<file path="src/rtl/atomrvcore_ifu.sv">
// Instruction fetch unit: single-outstanding req/gnt/rvalid imem master feeding a
// one-entry instruction slot to decode, with PC redirect on branch/jump/PC reset.
module atomrvcore_ifu #(
  parameter int unsigned          DATAWIDTH = 32,
  parameter logic [DATAWIDTH-1:0] BOOT_ADDR = 32'h0000_0000,
  parameter logic [DATAWIDTH-1:0] NOP_INSTR = 32'h0000_0013
) (
  input  logic                 clk_i,
  input  logic                 rst_ni,
  input  logic                 PCrst_i,
  input  logic                 IR_EN_i,
  output logic                 imem_req_o,
  output logic [DATAWIDTH-1:0] imem_addr_o,
  input  logic                 imem_gnt_i,
  input  logic                 imem_rvalid_i,
  input  logic [DATAWIDTH-1:0] imem_rdata_i,
  output logic [DATAWIDTH-1:0] instr_o,
  output logic [DATAWIDTH-1:0] PC_o,
  output logic                 instr_valid_o,
  input  logic                 id_ready_i,
  input  logic                 SB_EN_i,
  input  logic                 branch_taken_i,
  input  logic                 UJE_i,
  input  logic                 JALRE_i,
  input  logic [DATAWIDTH-1:0] immed_i,
  input  logic [DATAWIDTH-1:0] operand_A_i,
  input  logic [DATAWIDTH-1:0] redir_pc_i,
  output logic                 fetch_misalign_o
);

  localparam logic [DATAWIDTH-1:0] PC_STEP   = DATAWIDTH'(4);
  localparam logic [DATAWIDTH-1:0] HALF_MASK = ~DATAWIDTH'(1);
  localparam logic [DATAWIDTH-1:0] WORD_MASK = ~DATAWIDTH'(3);

  typedef enum logic [1:0] {
    IDLE  = 2'd0,
    REQ   = 2'd1,
    WAIT  = 2'd2,
    FLUSH = 2'd3
  } state_t;

  state_t               state;
  logic [DATAWIDTH-1:0] pc_q;
  logic                 flush_pend;
  logic                 rsp_have;
  logic [DATAWIDTH-1:0] rsp_data;

  logic                 redirect;
  logic [DATAWIDTH-1:0] target_raw;
  logic [DATAWIDTH-1:0] target;
  logic                 consume;
  logic                 slot_ok;
  logic                 issue_ok;
  logic                 rsp_avail;
  logic [DATAWIDTH-1:0] rsp_word;

  always_comb begin
    redirect   = JALRE_i | UJE_i | (SB_EN_i & branch_taken_i) | ~PCrst_i;
    target_raw = BOOT_ADDR;
    if (!PCrst_i) begin
      target_raw = BOOT_ADDR;
    end else if (JALRE_i) begin
      target_raw = (operand_A_i + immed_i) & HALF_MASK;
    end else begin
      target_raw = redir_pc_i + (immed_i << 1);
    end
    target = target_raw & WORD_MASK;
  end

  // The slot can take a new word when empty or when decode is draining it now.
  always_comb begin
    consume   = instr_valid_o & id_ready_i;
    slot_ok   = ~instr_valid_o | id_ready_i;
    issue_ok  = IR_EN_i & slot_ok;
    rsp_avail = imem_rvalid_i | rsp_have;
    rsp_word  = rsp_have ? rsp_data : imem_rdata_i;
  end

  always_ff @(posedge clk_i or negedge rst_ni) begin
    if (!rst_ni) begin
      state            <= IDLE;
      pc_q             <= BOOT_ADDR;
      flush_pend       <= 1'b0;
      rsp_have         <= 1'b0;
      rsp_data         <= '0;
      imem_req_o       <= 1'b0;
      imem_addr_o      <= BOOT_ADDR;
      instr_o          <= NOP_INSTR;
      PC_o             <= '0;
      instr_valid_o    <= 1'b0;
      fetch_misalign_o <= 1'b0;
    end else begin
      fetch_misalign_o <= redirect & target_raw[1];

      if (redirect || consume) begin
        instr_valid_o <= 1'b0;
        instr_o       <= NOP_INSTR;
      end

      case (state)
        IDLE: begin
          if (redirect) begin
            pc_q <= target;
            if (IR_EN_i) begin
              state       <= REQ;
              imem_req_o  <= 1'b1;
              imem_addr_o <= target;
            end
          end else if (issue_ok) begin
            state       <= REQ;
            imem_req_o  <= 1'b1;
            imem_addr_o <= pc_q;
          end
        end

        // The request is never retracted; a redirect here only marks the
        // eventual response as stale.
        REQ: begin
          if (redirect) begin
            pc_q <= target;
          end
          if (imem_gnt_i) begin
            imem_req_o <= 1'b0;
            if (redirect || flush_pend) begin
              state      <= FLUSH;
              flush_pend <= 1'b0;
            end else begin
              pc_q  <= pc_q + PC_STEP;
              state <= WAIT;
            end
          end else if (redirect) begin
            flush_pend <= 1'b1;
          end
        end

        WAIT: begin
          if (redirect) begin
            pc_q     <= target;
            rsp_have <= 1'b0;
            if (rsp_avail) begin
              if (IR_EN_i) begin
                state       <= REQ;
                imem_req_o  <= 1'b1;
                imem_addr_o <= target;
              end else begin
                state <= IDLE;
              end
            end else begin
              state <= FLUSH;
            end
          end else if (rsp_avail) begin
            if (slot_ok) begin
              instr_o       <= rsp_word;
              PC_o          <= imem_addr_o;
              instr_valid_o <= 1'b1;
              rsp_have      <= 1'b0;
              if (issue_ok) begin
                state       <= REQ;
                imem_req_o  <= 1'b1;
                imem_addr_o <= pc_q;
              end else begin
                state <= IDLE;
              end
            end else if (!rsp_have) begin
              // Decode is stalled: park the returned word until the slot frees.
              rsp_have <= 1'b1;
              rsp_data <= imem_rdata_i;
            end
          end
        end

        FLUSH: begin
          if (redirect) begin
            pc_q <= target;
          end
          if (imem_rvalid_i) begin
            if (IR_EN_i) begin
              state       <= REQ;
              imem_req_o  <= 1'b1;
              imem_addr_o <= redirect ? target : pc_q;
            end else begin
              state <= IDLE;
            end
          end
        end

        default: state <= IDLE;
      endcase
    end
  end

endmodule

</file>
<file path="config.mk">
export PLATFORM = sky130hd
export DESIGN_NAME = atomrvcore_ifu
export DESIGN_NICKNAME = d
export VERILOG_FILES = /design/src/rtl/atomrvcore_ifu.sv
export SDC_FILE = /design/constraint.sdc
export NUM_CORES = 1
export LEC_CHECK = 0
export CORE_ASPECT_RATIO = 1.5
export CORE_MARGIN = 8
export CORE_UTILIZATION = 52
export CTS_CLUSTER_DIAMETER = 120
export DETAILED_ROUTE_END_ITERATION = 10
export HOLD_SLACK_MARGIN = 0.08
export MAX_ROUTING_LAYER = met4
export PLACE_DENSITY = 0.82
export SKIP_CTS_REPAIR_TIMING = 1
export SYNTH_ARGS = -nofsm -noshare
export SYNTH_HDL_FRONTEND = slang
export SYNTH_SLANG_ARGS = --single-unit
</file>
<file path="constraint.sdc">
create_clock -name clk_i -period 2.1 [get_ports clk_i]
set_input_delay 0.315 -clock clk_i [delete_from_list [all_inputs] [get_ports clk_i]]
set_output_delay 0.315 -clock clk_i [all_outputs]
set_load 0.005 [all_outputs]
</file>
==> summary.log <==
INFO  status         status=complete, but fails checks
INFO  status         violations_in_the_final_reports=negative setup slack
INFO  global_routing initial_antenna_violation_count=0
INFO  global_routing via_count_of_the_first_global_routing_pass=11800
INFO  floorplan      rows=65
INFO  clock_tree     tritoncts.num_buffers=17
INFO  pwr            power-per-cell-area=734mW/mm^2
INFO  clock_tree     h-tree-depth=4
INFO  timing         final.setup.worst_slack=-842ps
INFO  synthesis      post_synth_instance_area=0.0110mm^2
INFO  finish         final_layout_size_suffix_gt1_share=36.4%
INFO  placed_design  placed_cells_incl_taps=1858
INFO  floorplan      floorplan.initialDensity=52.5%
INFO  clock_tree     clockRootBuffer=sky130_fd_sc_hd__clkbuf_16
INFO  clock_tree     clock_insertion_delay_at_the_later_pin_of_the_skew_report=430ps
INFO  job            max-cap-violations=0
INFO  floorplan      core_area=0.0209mm^2
INFO  global_routing grt_first_pass_wirelength=58.5mm
INFO  finish         fin_cells=1913
INFO  setup_path     timing.critical_path.cells=dlymetal6s2s_1 -> ha_4 -> nand4_1 -> or3_4 -> o41ai_4 -> buf_4 -> o211ai_1 -> a21boi_1 -> o21ai_0 -> a31o_1 -> a22o_1
INFO  clock_tree     count_of_clock_tree_sinks=167
INFO  synthesis      synth-main-ff-cell=sky130_fd_sc_hd__dfrtp_1
INFO  synthesis      synth_compound_gate_area_share=20.5%
INFO  synthesis      synth.avg_cell_area=9.43um^2
INFO  drt            drc_violation_count_after_routing=0
INFO  clock_tree     clockBufferDepth=2
INFO  setup_path     critPathSlowestCell=sky130_fd_sc_hd__or3_4
INFO  placed_design  postPlaceCellArea=0.0157mm^2
INFO  global_routing grt_start_max_net_pins=52
INFO  clock_tree     tritoncts_clock_tree=done
INFO  floorplan      io_pins=238
INFO  synthesis      yosys_warnings=0
INFO  hold_path      min_path_type=input pin to register
INFO  floorplan      chip_height=194um
INFO  drt            drt-wirelength-per-cell=24.5um
INFO  finish         final_nets=1834
INFO  global_routing overflow_after_grt=0
INFO  synthesis      yosys_register_bits=167
INFO  timing         timing_worst_slew_pin_value=667ps
INFO  timing         finalSetupTns=-32700ps
INFO  finish         multiInputGateArea=0.00789mm^2
INFO  setup_path     worst_path_largest_cell_delay=520ps
INFO  timing         max_slew_headroom_at_the_worst_pin=55.2%
INFO  timing         fin_worst_hold_slack=392ps
INFO  setup_path     crit_type=input pin to register
INFO  setup_path     required=2420ps
INFO  drt            drtPass1Iterations=6
INFO  floorplan      fp.dieW=135um
INFO  setup_path     cp_data_arrival_time=3260ps
INFO  synthesis      synth_fp_nets=1366
INFO  finish         area_growth=61.5%
INFO  timing         final_critical_period=2940ps
INFO  synthesis      synth_edf_count=0
INFO  timing         finalCritPeriodShare=140%
INFO  placed_design  port_buffers=236
INFO  drt            dr.first_iter.drc_count=1149
INFO  finish         layout.cells.most_common=sky130_fd_sc_hd__buf_4
INFO  placed_design  globalplace.congestion=0.976
INFO  synthesis      synth_seq_area_share=38.1%
INFO  drt            route.vias.total=12300
INFO  timing         grt_setup_unrepaired=true
INFO  setup_path     worstPathMaxFanout=3
INFO  synthesis      dominant_combinational_cell_family_by_area_after_synthesis=compound AO/OA/AOI/OAI gates
INFO  timing         finClkSkew=10.3ps
INFO  synthesis      synthMuxAreaShare=10.9%
INFO  synthesis      synthArstFlopShare=100%
INFO  global_routing groute.usage.overall=28.0%
INFO  finish         layout.filler_cells=1042
INFO  clock_tree     clkSlewWorstSetupHoldPaths=70ps
INFO  finish         insertedDiodeCount=0
INFO  timing         final-hold-violation-count=0
INFO  pwr            total_leakage_power=8.28nW
INFO  drt            antenna_violating_nets_post_route=0
INFO  drt            detail_route.wirelength=46.8mm
INFO  synthesis      synth_cells=1164
INFO  timing         maxSlewViolCount=0
INFO  floorplan      dieArea=0.0261mm^2
INFO  timing         setup_viol=122
INFO  finish         finalInstanceArea=0.0177mm^2
INFO  synthesis      synth-adder-area-share=7.32%
INFO  timing         fmax=0.340GHz
INFO  placed_design  hpwlAfterDp=28.2mm
INFO  synthesis      synthDistinctLibCells=76
INFO  setup_path     timing.reg2reg.setup_slack=-70ps
INFO  synthesis      post_synth_xor_area_fraction=5.83%
INFO  pwr            totalPowerFinal=13.0mW
INFO  setup_path     crit_path_start_kind=input pin
INFO  drt            detail_route.vias_per_cell=6.43
INFO  pwr            power.ir.vdd_worst=0.498mV
INFO  synthesis      synth-simple-area-share=14.9%
INFO  finish         most-common-layout-cells=236 x sky130_fd_sc_hd__buf_4, 163 x sky130_fd_sc_hd__dfrtp_1, 160 x sky130_fd_sc_hd__clkdlybuf4s50_1
INFO  setup_path     crit_path_end_kind=register
INFO  finish         register_area=0.00418mm^2
## flip-flops by register name, indices dropped and copies added, names as in the netlist
name / cells
rsp_have: 1
fetch_misalign_o: 1
imem_req_o: 1
instr_valid_o: 1
rsp_data: 32
state: 2
instr_o: 32
pc_q: 32
imem_addr_o: 32
PC_o: 32
flush_pend: 1
## worst max-delay path, delay by kind of cell
kind                       cells  cell delay, ps
and+or+nand+nor                2             750
adders and majority gates      1             300
buffers and inverters          2             450
AOI/OAI and AO/OA              6            1420
## final timing paths
path,end,depth (start not counted),from
max in group asynchronous,PC_o[27],3,rst_ni
hold / removal,fetch_misalign_o,4,immed_i[0]
setup / recovery,imem_addr_o[29],11,immed_i[16]
min in group asynchronous,PC_o[10],2,rst_ni
hold reg to reg,PC_o[19],1,PC_o[19]
setup reg to reg,pc_q[31],10,pc_q[12]
## kinds of logic (layout without fill, tap and decap cells)
| logic type | count (synthesis) | in the layout |
|---|---|---|
| and+or+nand+nor | 353 | 353 |
| AOI/OAI and AO/OA | 336 | 336 |
| DFF | 167 | 167 |
| muxes | 108 | 108 |
| xor gates and xnor gates | 73 | 73 |
| buffers and inverters | 64 | 545 |
| adders and majority gates | 63 | 63 |
## Yosys cell counts, drive strengths merged, types with 6 or more instances
cell type | number | area share (%)
o21ai | 92 | 4.2
nand2b | 6 | 0.34
nand2 | 123 | 4.3
mux2i | 12 | 1.1
mux2 | 96 | 9.9
dfrtp | 164 | 37
a211o | 6 | 0.48
nor2b | 8 | 0.46
a22oi | 33 | 2.3
clkbuf | 31 | 1.1
and3 | 23 | 1.3
a211oi | 14 | 1.1
xnor2 | 43 | 3.4
buf | 20 | 0.86
and2 | 7 | 0.40
or3 | 6 | 0.39
nor3 | 15 | 0.78
xor2 | 30 | 2.4
a21o | 31 | 2.1
nor2 | 103 | 3.5
and4 | 6 | 0.48
inv | 12 | 0.41
o211ai | 13 | 0.94
nand3 | 30 | 1.4
nand4 | 14 | 0.80
a221oi | 6 | 0.54
o31ai | 7 | 0.48
a21oi | 70 | 3.2
a31oi | 17 | 1.2
ha | 61 | 7.0
## cell type report
cell class / instances / share of cell area [%]
sequential: 167 / 23.6
clock buffer: 18 / 2.48
tap: 268 / 1.89
inverter: 13 / 0.275
timing repair buffer: 500 / 26.3
clock inverter: 14 / 0.925
multi-input combinational: 933 / 44.5
## layer usage
| metal | up-vias | global-route usage [%] | share of wire (%) |
|---|---|---|---|
| met5 | - | - | 0 |
| met4 | 0 | 11.4 | 7.1 |
| met3 | 311 | 3.79 | 8.6 |
| met2 | 895 | 49.1 | 50 |
| met1 | 5880 | 31.3 | 34 |
| li1 | 5223 | - | - |
## through the flow
stage	utilization, %	setup slack (ps)
after floorplan	-	-521
after global placement	75.0	-1190
after detailed placement	75.0	-1280
after CTS	77.8	-839
after global routing	84.8	-919
final	84.8	-842
## power breakdown
group | switching [mW] | leakage, nW | internal (mW) | total (mW)
Sequential | 0.574 | 2.24 | 3.80 | 4.37
Combinational | 2.56 | 5.75 | 2.85 | 5.41
Clock | 1.39 | 0.292 | 1.82 | 3.21
Total | 4.53 | 8.28 | 8.47 | 13.0
No activity file was read; power rests on OpenSTA's default activity.
